### src/rtl/conv_pkg.sv
// Shared types and helpers for the 2-D convolution sequencer.
package conv_pkg;

  localparam int unsigned DIM_W_DEF  = 8;
  localparam int unsigned ADDR_W_DEF = 16;

  typedef enum logic [2:0] {
    ST_IDLE,
    ST_CHECK,
    ST_RUN,
    ST_DRAIN,
    ST_SAVE,
    ST_DONE
  } conv_state_e;

  // Row-major linear address. The caller truncates the result to its address width.
  function automatic logic [31:0] tap_addr(input logic [31:0] row,
                                           input logic [31:0] col,
                                           input logic [31:0] stride);
    return row * stride + col;
  endfunction

endpackage

### src/rtl/conv_tap_counter.sv
// Nested kernel-tap counters: n runs fastest, m advances when n wraps.
module conv_tap_counter
  import conv_pkg::*;
#(
  parameter int unsigned DIM_W = DIM_W_DEF
) (
  input  logic             clk,
  input  logic             reset,
  input  logic             i_clear,
  input  logic             i_step,
  input  logic [DIM_W-1:0] i_kw,
  input  logic [DIM_W-1:0] i_kh,
  output logic [DIM_W-1:0] o_n,
  output logic [DIM_W-1:0] o_m,
  output logic             o_first_tap,
  output logic             o_last_tap
);

  logic [DIM_W-1:0] r_n;
  logic [DIM_W-1:0] r_m;
  logic             w_n_wrap;
  logic             w_m_wrap;

  assign w_n_wrap = (r_n == i_kw - DIM_W'(1));
  assign w_m_wrap = (r_m == i_kh - DIM_W'(1));

  // After the last tap both counters return to zero, ready for the next window.
  always_ff @(posedge clk) begin
    if (reset || i_clear) begin
      r_n <= '0;
      r_m <= '0;
    end else if (i_step) begin
      if (w_n_wrap) begin
        r_n <= '0;
        r_m <= w_m_wrap ? '0 : r_m + DIM_W'(1);
      end else begin
        r_n <= r_n + DIM_W'(1);
      end
    end
  end

  assign o_n         = r_n;
  assign o_m         = r_m;
  assign o_first_tap = (r_n == '0) && (r_m == '0);
  assign o_last_tap  = w_n_wrap && w_m_wrap;

endmodule

### src/rtl/conv_sequencer.sv
// Control FSM for one 2-D valid convolution pass: taps, MAC drain, and result handoff.
module conv_sequencer
  import conv_pkg::*;
#(
  parameter int unsigned DIM_W   = DIM_W_DEF,
  parameter int unsigned ADDR_W  = ADDR_W_DEF,
  parameter int unsigned MAC_LAT = 2
) (
  input  logic              clk,
  input  logic              reset,
  input  logic              start,
  input  logic [DIM_W-1:0]  cfg_img_w,
  input  logic [DIM_W-1:0]  cfg_img_h,
  input  logic [DIM_W-1:0]  cfg_ker_w,
  input  logic [DIM_W-1:0]  cfg_ker_h,
  output logic              busy,
  output logic              done,
  output logic              cfg_err,
  output logic              tap_valid,
  output logic [ADDR_W-1:0] img_addr,
  output logic [ADDR_W-1:0] ker_addr,
  output logic              acc_clr,
  output logic              acc_en,
  output logic              save_valid,
  input  logic              save_ready,
  output logic [DIM_W-1:0]  out_row,
  output logic [DIM_W-1:0]  out_col
);

  localparam int unsigned DRW = (MAC_LAT > 1) ? $clog2(MAC_LAT) : 1;

  conv_state_e      r_state;
  conv_state_e      w_next;
  logic [DIM_W-1:0] r_iw, r_ih, r_kw, r_kh;
  logic [DIM_W-1:0] r_row, r_col;
  logic [DRW-1:0]   r_drain;

  logic [DIM_W-1:0] w_n, w_m;
  logic             w_first_tap, w_last_tap;
  logic             w_cfg_bad;
  logic             w_last_col, w_last_win;
  logic             w_xfer;

  conv_tap_counter #(.DIM_W(DIM_W)) u_taps (
    .clk         (clk),
    .reset       (reset),
    .i_clear     (r_state == ST_CHECK),
    .i_step      (r_state == ST_RUN),
    .i_kw        (r_kw),
    .i_kh        (r_kh),
    .o_n         (w_n),
    .o_m         (w_m),
    .o_first_tap (w_first_tap),
    .o_last_tap  (w_last_tap)
  );

  assign w_cfg_bad  = (r_kw == '0) || (r_kh == '0) || (r_kw > r_iw) || (r_kh > r_ih);
  // OW-1 = IW-KW and OH-1 = IH-KH; comparing against these avoids the +1 overflow.
  assign w_last_col = (r_col == r_iw - r_kw);
  assign w_last_win = w_last_col && (r_row == r_ih - r_kh);
  assign w_xfer     = (r_state == ST_SAVE) && save_ready;

  always_ff @(posedge clk) begin
    if (reset) begin
      r_state <= ST_IDLE;
      r_iw    <= '0;
      r_ih    <= '0;
      r_kw    <= '0;
      r_kh    <= '0;
      r_row   <= '0;
      r_col   <= '0;
      r_drain <= '0;
    end else begin
      r_state <= w_next;
      r_drain <= (r_state == ST_DRAIN) ? r_drain + DRW'(1) : '0;
      if (r_state == ST_IDLE && start) begin
        r_iw <= cfg_img_w;
        r_ih <= cfg_img_h;
        r_kw <= cfg_ker_w;
        r_kh <= cfg_ker_h;
      end
      if (r_state == ST_CHECK) begin
        r_row <= '0;
        r_col <= '0;
      end else if (w_xfer) begin
        if (w_last_win) begin
          r_row <= '0;
          r_col <= '0;
        end else if (w_last_col) begin
          r_col <= '0;
          r_row <= r_row + DIM_W'(1);
        end else begin
          r_col <= r_col + DIM_W'(1);
        end
      end
    end
  end

  always_comb begin
    w_next     = r_state;
    busy       = 1'b0;
    done       = 1'b0;
    cfg_err    = 1'b0;
    tap_valid  = 1'b0;
    save_valid = 1'b0;
    unique case (r_state)
      ST_IDLE: begin
        if (start) w_next = ST_CHECK;
      end
      ST_CHECK: begin
        busy = 1'b1;
        if (w_cfg_bad) begin
          cfg_err = 1'b1;
          w_next  = ST_IDLE;
        end else begin
          w_next = ST_RUN;
        end
      end
      ST_RUN: begin
        busy      = 1'b1;
        tap_valid = 1'b1;
        if (w_last_tap) w_next = ST_DRAIN;
      end
      ST_DRAIN: begin
        busy = 1'b1;
        if (r_drain == DRW'(MAC_LAT - 1)) w_next = ST_SAVE;
      end
      ST_SAVE: begin
        busy       = 1'b1;
        save_valid = 1'b1;
        if (save_ready) w_next = w_last_win ? ST_DONE : ST_RUN;
      end
      ST_DONE: begin
        busy   = 1'b1;
        done   = 1'b1;
        w_next = ST_IDLE;
      end
      default: w_next = ST_IDLE;
    endcase
  end

  always_comb begin
    img_addr = '0;
    ker_addr = '0;
    if (tap_valid) begin
      img_addr = ADDR_W'(tap_addr(32'(r_row) + 32'(w_m), 32'(r_col) + 32'(w_n), 32'(r_iw)));
      ker_addr = ADDR_W'(tap_addr(32'(w_m), 32'(w_n), 32'(r_kw)));
    end
  end

  assign acc_en  = tap_valid;
  assign acc_clr = tap_valid && w_first_tap;
  assign out_row = r_row;
  assign out_col = r_col;

endmodule
### config.mk
export PLATFORM = sky130hd
export DESIGN_NAME = conv_sequencer
export DESIGN_NICKNAME = d
export VERILOG_FILES = /design/src/rtl/conv_pkg.sv /design/src/rtl/conv_tap_counter.sv /design/src/rtl/conv_sequencer.sv
export SDC_FILE = /design/constraint.sdc
export NUM_CORES = 1
export LEC_CHECK = 0
export BUFFER_PORTS_ARGS = -buffer_cell sky130_fd_sc_hd__buf_2
export CORE_ASPECT_RATIO = 0.9
export CORE_MARGIN = 3
export CORE_UTILIZATION = 51
export CTS_CLUSTER_DIAMETER = 80
export DETAILED_ROUTE_END_ITERATION = 16
export GPL_TIMING_DRIVEN = 0
export PLACE_DENSITY = 0.81
export SYNTH_ARGS = -nofsm -noshare
export SYNTH_HDL_FRONTEND = slang
export SYNTH_SLANG_ARGS = --single-unit
### constraint.sdc
create_clock -name clk -period 8.26 [get_ports clk]
set_input_delay 0.826 -clock clk [delete_from_list [all_inputs] [get_ports clk]]
set_output_delay 0.826 -clock clk [all_outputs]
set_load 0.05 [all_outputs]
# [Yosys cells after proc, flatten, opt, wreduce, memory -nomap -nowiden]
# Cells that the tools add are included.
[classes] eq_ne=13 n_reduce_logical=22 multipliers=2 addsub=13 magnitude_cmp=2 n_div=0 mux=21 bitwise_logic=1 n_shift=0
[op_table] operator="$mux W8" n=6
[op_table] operator="$add A8 B1 Y8 const B" n=4
[op_table] operator="$eq A8 B8 Y1" n=4
[op_table] operator="$logic_not A8 Y1" n=4
[op_table] operator="$mux W16" n=2
[op_table] operator="$add A8 B8 Y9" n=2
[op_table] operator="$add A16 B8 Y16" n=1
[op_table] operator="$add A16 B9 Y16" n=1
[op_table] operator="$gt A8 B8 Y1" n=2
[op_table] operator="$mul A8 B8 Y16" n=1
[op_table] operator="$mul A9 B8 Y16" n=1
[op_table] operator="$sub A8 B1 Y8 const B" n=2
[op_table] operator="$sub A8 B8 Y8" n=2
[op_table] operator="$mux W3" n=5
[op_table] operator="$pmux W3 S5" n=1
[op_table] operator="$ne A2 B2 Y1 const B" n=4
[op_table] operator="$eq A3 B2 Y1 const B" n=2
[op_table] operator="$eq A3 B3 Y1 const B" n=2
[op_table] operator="$logic_and A1 B1 Y1" n=6
[op_table] operator="$mux W1" n=6
[op_table] operator="$reduce_or A5 Y1" n=1
[op_table] operator="$logic_or A1 B1 Y1" n=4
[op_table] operator="$reduce_and A2 Y1" n=2
[op_table] operator="$reduce_and A4 Y1" n=1
[op_table] operator="other kinds (7)" n=8
[totals] latch_bits=0 input_bits=36 mem_count=0 out_inout_bits=55 regBits=68 rom_bits=0 ram_bits=0

# [Longest topological paths before layout]
# Gate-level depths: netlist of run 1.
[logic_depth] depth_word=6 mapped_depth=27

# [By module]
# Synthesis of run 1 repeated with hierarchy kept, for this count alone.
[hier_totals] cells_unflattened=1245 hier_area_um2=10077.2
[modules_own_cells] module="conv_sequencer" cells_per_inst=1052 instances=1 seq_area_each_um2=1041.0 area_each_um2=8529.4
[modules_own_cells] module="conv_tap_counter" cells_per_inst=193 instances=1 seq_area_each_um2=320.3 area_each_um2=1547.7

# [Worst setup path after synthesis of run 1]
# No wires, ideal clock.
[synth_timing] path_type="register to output" from="register r_row[0] (netlist: out_row[0])" to="output port img_addr[14]" arrival_ps=7012 required_time_ps=7434 path_buffers=0 stages_incl_launch_ff=27 path_slack_ps=422 path_cell_list="dfxtp_1 ha_1 inv_1 fa_1 nor2b_1 o21ai_0 a21oi_1 nor2_1 xnor2_1 nand2_1 fa_1 inv_1 fa_1 inv_1 fa_1 inv_1 fa_1 inv_1 fa_1 inv_1 ha_1 or3_1 o211ai_1 nand3_1 o311ai_0 o21ai_0 mux2i_1"
[synth_via] elab_chain_cells=4
[synth_rtl] item="from (decl)" line="conv_sequencer.sv:35" source="logic [DIM_W-1:0] r_row, r_col;"
[synth_rtl] item="from (signal assigned)" line="conv_sequencer.sv:91" source="r_row <= r_row + DIM_W'(1);"
[synth_rtl] item="$add A8 B8 Y9" line="conv_sequencer.sv:146" source="img_addr = ADDR_W'(tap_addr(32'(r_row) + 32'(w_m), 32'(r_col) + 32'(w_n), 32'(r_iw)));"
[synth_rtl] item="$mul A9 B8 Y16" line="conv_pkg.sv:20" source="return row * stride + col;"
[synth_rtl] item="$add A16 B9 Y16" line="conv_pkg.sv:20"
[synth_rtl] item="$mux W16" line="conv_sequencer.sv:145" source="if (tap_valid) begin"
[synth_rtl] item="to (decl)" line="conv_sequencer.sv:20" source="output logic [ADDR_W-1:0] img_addr,"
# Every way passes these cells.

# [Final worst setup path of run 1]
[layout_timing] from="register u_taps.r_m[1] (netlist: u_taps.o_m[1])" to="output port img_addr[15]"
[layout_via] elab_chain_cells=4
[layout_rtl] item="from (decl)" line="conv_tap_counter.sv:20" source="logic [DIM_W-1:0] r_m;"
[layout_rtl] item="from (signal assigned)" line="conv_tap_counter.sv:35" source="r_m <= w_m_wrap ? '0 : r_m + DIM_W'(1);"
[layout_rtl] item="$add A8 B8 Y9" line="conv_sequencer.sv:146"
[layout_rtl] item="$mul A9 B8 Y16" line="conv_pkg.sv:20"
[layout_rtl] item="$add A16 B9 Y16" line="conv_pkg.sv:20"
[layout_rtl] item="$mux W16" line="conv_sequencer.sv:145"
# Every way passes these cells.

==> results of run 1 <==
-- Yosys cell counts (12+ instances only) --
cell | number | area, sq um
nor2_1 | 95 | 356.6
nor2b_1 | 16 | 100.1
dfxtp_1 | 68 | 1361
ha_1 | 117 | 1464
clkbuf_1 | 33 | 123.9
and2_1 | 52 | 325.3
nand4_1 | 12 | 75.07
a21oi_1 | 63 | 315.3
inv_1 | 169 | 634.4
nand2b_1 | 12 | 75.07
xnor2_1 | 58 | 508.0
nand3_1 | 26 | 130.1
o21ai_0 | 25 | 125.1
or3_1 | 14 | 87.58
nor3_1 | 31 | 155.2
and3_1 | 18 | 112.6
xor2_1 | 38 | 332.8
nand2_1 | 158 | 593.1
fa_1 | 101 | 2022
-- sequential cells by signal, summed over array words and instances, names as in the netlist --
name and count:
r_iw 8, out_row 8, r_kh 8, r_drain 1
u_taps.o_m 8, r_kw 8, out_col 8, r_ih 8
r_state 3, u_taps.o_n 8
-- timing repair --
item | CTS | global route
gates resized for setup | 3 | 15
pin swaps | 1 | 4
endpoints found under the setup margin | 6 | 4
setup buffers | 1 | 2
hold buffers | 0 | 0
-- stage by stage --
step | std cells | power [mW]
final | 1566 | 1.000
after detailed placement | 1546 | 0.5970
after global routing | 1565 | 1.046
after CTS | 1563 | 1.003
after floorplan | 1212 | 0.5353
after global placement | 1546 | 0.5912
-- routing by layer --
metal	global-route usage [%]	vias up	part of all wire [%]
met1	34.43	4030	45
li1	-	4148	-
met2	38.10	304	44
met5	0	-	0
met3	3.882	55	7.1
met4	8.982	0	3.3
-- worst max-delay path: cells and delay by family (launching register included) --
kind            cells  cell delay [ns]
buf+inv             7             1.01
flops               1             0.38
simple gates        5             0.77
xor+xnor            2             0.35
fa+ha+maj           7             3.28
compound gates      5             0.99
-- report_power, final --
group | switching, mW | internal (mW) | leakage (nW)
logic | 0.148 | 0.0927 | 4.82
clock network | 0.167 | 0.239 | 0.145
registers | 0.0139 | 0.339 | 0.553
-- worst max path at each step --
stage | depth (start not counted) | from | slack [ns] | endpoint
2_1_floorplan | 26 | out_row[0]$_SDFFE_PP0P_ | 0.42 | img_addr[14]
3_3_place_gp | 27 | u_taps.o_m[1]$_SDFFE_PP0P_ | -0.19 | img_addr[14]
3_5_place_dp | 27 | u_taps.o_m[1]$_SDFFE_PP0P_ | -0.24 | img_addr[14]
4_1_cts | 27 | u_taps.o_m[1]$_SDFFE_PP0P_ | 0.02 | img_addr[14]
5_1_grt | 26 | u_taps.o_m[1]$_SDFFE_PP0P_ | -0.02 | img_addr[15]
6_report | 26 | u_taps.o_m[1]$_SDFFE_PP0P_ | 0.28 | img_addr[15]
-- layout make-up --
class,instances,share of cell area [%]
timing repair buffer,92,4.340
sequential,68,12.50
tap,245,2.813
inverter,170,5.890
multi-input combinational,932,69.93
antenna,1,0.02296
clock inverter,7,0.7578
clock buffer,9,2.067
buffer,42,1.676
-- kinds of logic (layout without fill, tap and decap cells) --
family | count (synthesis) | count (layout) | share of synthesized area, %
other | 0 | 1 | 0
DFF | 68 | 68 | 13.95
and+or+nand+nor | 465 | 465 | 23.34
buffers and inverters | 212 | 320 | 8.375
AOI/OAI and AO/OA | 150 | 150 | 9.606
muxes | 2 | 2 | 0.2052
adders and majority gates | 218 | 218 | 35.73
xor gates and xnor gates | 97 | 97 | 8.786
==> results.sh, run 1 <==
export IMPL_run_status="finished, final reports clean"
export IMPL_p_per_area_mw_per_mm2=91.82
export IMPL_min_period_over_period_pct=96.61
export IMPL_die_h_microns=137.2
export IMPL_drt_iter0_drc=690
export IMPL_timing_reg2reg_setup_slack_ns=4.57
export IMPL_tritoncts="built"
export IMPL_wl_microns=24790
export IMPL_grt_pass1_wl_microns=40260
export IMPL_fmax_ghz=0.1253
export IMPL_grt_pass1_vias=8218
export IMPL_min_to="r_ih[0]$_SDFFE_PP0P_"
export IMPL_rr_worst_depth=12
export IMPL_netlist_area_sq_mm=0.009756
export IMPL_slowest_delay_ns=0.54
export IMPL_initial_core_util_pct=52.50
export IMPL_place_congestion=0.9563
export IMPL_rsz0062_at_grt="true"
export IMPL_dr_total_vias=8537
export IMPL_critPathKind="reg -> out"
export IMPL_synth_edf_count=0
export IMPL_num_rows=47
export IMPL_clock_path_buffers=2
export IMPL_crit_arrival_ns=7.15
export IMPL_mostFrequentLayoutCells="168 x inv_1, 158 x nand2_1, 117 x ha_1"
export IMPL_antenna_found_initial=0
export IMPL_drc=0
export IMPL_synthArstFlopShare_pct=0
export IMPL_hp_class="reg -> reg"
export IMPL_path_common_cell="fa_1"
export IMPL_hold_violations=0
export IMPL_worst_pin_slew_ns=0.9096
export IMPL_synth_warnings=0
export IMPL_clkTransAtPathRegs_ns=0.06
export IMPL_worstPathMaxFanout=9
export IMPL_htree_num_levels=3
export IMPL_io_pins=91
export IMPL_cts_made_buffers=9
export IMPL_synth_flop_cell="dfxtp_1"
export IMPL_peakVddDrop_uv=107.0
export IMPL_maxCapViolCount=0
export IMPL_reg2reg_from="r_iw[0]$_SDFFE_PP0P_"
export IMPL_slowest_stage="fa_1"
export IMPL_syn_num_nets=1466
export IMPL_grt_max_degree=15
export IMPL_setup_viol=0
export IMPL_root_buffer="clkbuf_16"
export IMPL_whs_path_depth=2
export IMPL_final_common_cell="inv_1"
export IMPL_hold_ws_ns=0.4627
export IMPL_crit_required_ns=7.43
export IMPL_setup_slack_ns=0.2804
export IMPL_fin_setup_tns_ns=0
export IMPL_final_core_util_pct=58.64
export IMPL_max_slew_margin_pct=38.72
export IMPL_post_place_ws_ns=-0.2409
export IMPL_cp_end_kind="output port"
export IMPL_insertion_delay_ns=0.35
export IMPL_dp_hpwl_microns=20260
export IMPL_fillers=1701
export IMPL_drive_gt1_share_pct=10.61
export IMPL_drv_slew=0
export IMPL_die_area_sq_mm=0.02083
export IMPL_nets=1569
export IMPL_regArea_sq_mm=0.001363
export IMPL_skew_ns=0.007391
export IMPL_hp_start="r_ih[0]$_SDFFE_PP0P_"
export IMPL_p_leak_nw=5.522
export IMPL_avgRoutedWirePerCell_microns=15.83
export IMPL_yosysSeqAreaShare_pct=13.95
export IMPL_worstSetupStartpointType="register"
export IMPL_synth_area_per_cell_sq_um=8.049
export IMPL_reg2reg_to="out_row[5]$_SDFFE_PP0P_"
export IMPL_finalCriticalPeriod_ns=7.980
export IMPL_finalInstanceArea_sq_mm=0.01090
export IMPL_grt_ovfl_total=0
export IMPL_ant_nets=0
export IMPL_dr_pass1_iters=5
export IMPL_netlist_instances=1212
export IMPL_die_x_microns=151.8
export IMPL_multi_input_area_sq_mm=0.007620
export IMPL_synth_distinct_cells=69
export IMPL_track_usage_pct=24.43
export IMPL_core_area_sq_mm=0.01858
export IMPL_via_per_inst=5.451
export IMPL_place_port_buffers=89
export IMPL_placed_cell_area_sq_mm=0.01051
export IMPL_ys_seq_elements=68
export IMPL_cts_sinks=68
export IMPL_area_delta_synth_final_pct=11.70
Power figures use the tool's default switching activity.
==> run 2: changes to the inputs <==
--- a/config.mk
+++ b/config.mk
@@ -6,13 +6,16 @@
 export NUM_CORES = 1
 export LEC_CHECK = 0
 export BUFFER_PORTS_ARGS = -buffer_cell sky130_fd_sc_hd__buf_2
+export CELL_PAD_IN_SITES_DETAIL_PLACEMENT = 0
+export CELL_PAD_IN_SITES_GLOBAL_PLACEMENT = 1
 export CORE_ASPECT_RATIO = 0.9
 export CORE_MARGIN = 3
-export CORE_UTILIZATION = 51
+export CORE_UTILIZATION = 47
 export CTS_CLUSTER_DIAMETER = 80
 export DETAILED_ROUTE_END_ITERATION = 16
 export GPL_TIMING_DRIVEN = 0
-export PLACE_DENSITY = 0.81
+export PLACE_DENSITY = 0.95
+export REMOVE_ABC_BUFFERS = 1
 export SYNTH_ARGS = -nofsm -noshare
 export SYNTH_HDL_FRONTEND = slang
 export SYNTH_SLANG_ARGS = --single-unit
==> results.sh, run 2 (synthesis gave the netlist of run 1 again) <==
export IMPL_max_slew_margin_pct=15.25
export IMPL_avgRoutedWirePerCell_microns=15.94
export IMPL_crit_arrival_ns=7.16
export IMPL_dp_hpwl_microns=19140
export IMPL_die_area_sq_mm=0.02252
export IMPL_die_x_microns=157.9
export IMPL_worstSetupStartpointType="register"
export IMPL_clkPwrFrac_pct=42.6
export IMPL_area_delta_synth_final_pct=10.22
export IMPL_via_per_inst=5.400
export IMPL_crit_buf_inv=7
export IMPL_hold_ws_ns=0.4561
export IMPL_cp_end_kind="output port"
export IMPL_htree_num_levels=3
export IMPL_fmax_ghz=0.1253
export IMPL_p_leak_nw=5.465
export IMPL_final_common_cell="inv_1"
export IMPL_cts_made_buffers=9
export IMPL_switching_share_pct=31.13
export IMPL_dr_pass1_iters=5
export IMPL_nets=1528
export IMPL_clkTransAtPathRegs_ns=0.06
export IMPL_drt_iter0_drc=470
export IMPL_place_congestion=0.8979
export IMPL_min_period_over_period_pct=96.63
export IMPL_skew_ns=0.008412
export IMPL_grt_pass1_wl_microns=41220
export IMPL_clock_path_buffers=2
export IMPL_worstPathMaxFanout=13
export IMPL_mostFrequentLayoutCells="168 x inv_1, 158 x nand2_1, 117 x ha_1"
export IMPL_track_usage_pct=22.65
export IMPL_ant_nets=0
export IMPL_cts_sinks=68
export IMPL_setup_viol=0
export IMPL_initial_core_util_pct=48.37
export IMPL_fillers=1939
export IMPL_cp_top_family="adder cells"
export IMPL_hold_violations=0
export IMPL_diodes=0
export IMPL_wl_microns=24450
export IMPL_rr_worst_depth=6
export IMPL_tritoncts="built"
export IMPL_num_rows=49
export IMPL_fin_setup_tns_ns=0
export IMPL_crit_required_ns=7.43
export IMPL_timing_reg2reg_setup_slack_ns=4.77
export IMPL_io_pins=91
export IMPL_grt_ovfl_total=0
export IMPL_hold_buffers=0
export IMPL_min_to="r_ih[0]$_SDFFE_PP0P_"
export IMPL_reg2reg_to="u_taps.o_n[0]$_SDFFE_PP0P_"
export IMPL_p_per_area_mw_per_mm2=94.90
export IMPL_die_h_microns=142.7
export IMPL_grt_max_degree=37
export IMPL_insertion_delay_ns=0.35
export IMPL_place_port_buffers=90
export IMPL_internal_power_mw=0.7027
export IMPL_antenna_found_initial=0
export IMPL_core_area_sq_mm=0.02017
export IMPL_reg2reg_from="r_state[2]$_SDFFE_PP0P_"
export IMPL_slowest_delay_ns=0.80
export IMPL_grt_pass1_vias=8389
export IMPL_worst_pin_slew_ns=1.268
export IMPL_drive_gt1_share_pct=10.71
export IMPL_hp_class="reg -> reg"
export IMPL_comb_power_share_pct=21.6
export IMPL_slowest_stage="dfxtp_1"
export IMPL_crit_cells=25
export IMPL_whs_path_depth=2
export IMPL_final_core_util_pct=53.31
export IMPL_pwr_share_seq_pct=35.8
export IMPL_finalCriticalPeriod_ns=7.982
export IMPL_maxCapViolCount=0
export IMPL_hp_start="r_ih[0]$_SDFFE_PP0P_"
export IMPL_run_status="finished, final reports clean"
export IMPL_dr_total_vias=8284
export IMPL_drc=0
export IMPL_rsz0062_at_grt="false"
export IMPL_root_buffer="clkbuf_16"
export IMPL_critPathKind="reg -> out"
export IMPL_p_switching_mw=0.3177
export IMPL_peakVddDrop_uv=93.49
export IMPL_drv_slew=0
[run 2: changes by cell type in the layout (fill, tap and decap cells not counted), moves of 3 or more]
| cell | before | now |
|---|---|---|
| clkbuf_1 | 32 | 0 |
| buf_1 | 4 | 0 |
| dfxtp_1 | 67 | 63 |
| buf_4 | 6 | 3 |
| clkinv_4 | 0 | 3 |
[run 2: worst max path at each step]
stage / start / to / slack, ns
3_3_place_gp: u_taps.o_m[1]$_SDFFE_PP0P_ / img_addr[15] / 0.08
3_5_place_dp: u_taps.o_m[1]$_SDFFE_PP0P_ / img_addr[15] / -0.04
4_1_cts: u_taps.o_m[2]$_SDFFE_PP0P_ / img_addr[15] / 0.0005
6_report: u_taps.o_m[4]$_SDFFE_PP0P_ / img_addr[15] / 0.28
2_1_floorplan: out_row[0]$_SDFFE_PP0P_ / img_addr[14] / 0.42
5_1_grt: out_row[1]$_SDFFE_PP0P_ / img_addr[15] / 0.005
[run 2: worst min-delay path, delay by kind of cell (launching register included)]
family	cells	cell delay [ns]
and+or+nand+nor	1	0.05
DFF	1	0.31
AOI/OAI and AO/OA	1	0.05
[run 2: layout make-up]
class                      instances  area, sq um  area share (%)
timing repair buffer              93        475.5           4.422
clock inverter                     6        95.09          0.8843
tap                              255        319.1           2.967
clock buffer                      10        239.0           2.222
inverter                         170        641.9           5.969
multi-input combinational        932         7610           70.77
sequential                        68         1373           12.76
[run 2: power by group through the flow]
stage | clock network, mW | logic (mW) | registers [mW]
6_report | 0.435 | 0.220 | 0.365
5_1_grt | 0.454 | 0.246 | 0.368
4_1_cts | 0.441 | 0.219 | 0.365
3_5_place_dp | 0 | 0.217 | 0.373
3_3_place_gp | 0 | 0.212 | 0.372
2_1_floorplan | 0 | 0.166 | 0.362
[run 2: repair_timing]
action,in CTS,in global routing
resized for setup,3,11
setup buffers,0,3
hold endpoints to repair,0,0
endpoints found under the setup margin,6,6
pin swaps,0,1
[run 2: metal layers]
layer / track usage (%) / part of all wire, % / vias up
met1: 31.38 / 47 / 3983
met4: 5.936 / 2.1 / 0
met3: 2.758 / 5.0 / 33
met5: 0 / 0 / -
met2: 37.71 / 46 / 203
li1: - / - / 4065
[run 2: stage by stage]
step	cells	instance area, sq um	total power [mW]	worst slack [ns]
finish	1534	10750	1.020	0.2782
global route	1534	10750	1.068	0.005210
detailed placement	1515	10350	0.5901	-0.03568
global placement	1515	10350	0.5836	0.07769
floorplan	1170	9577	0.5276	0.4223
CTS	1531	10690	1.025	0.0004672
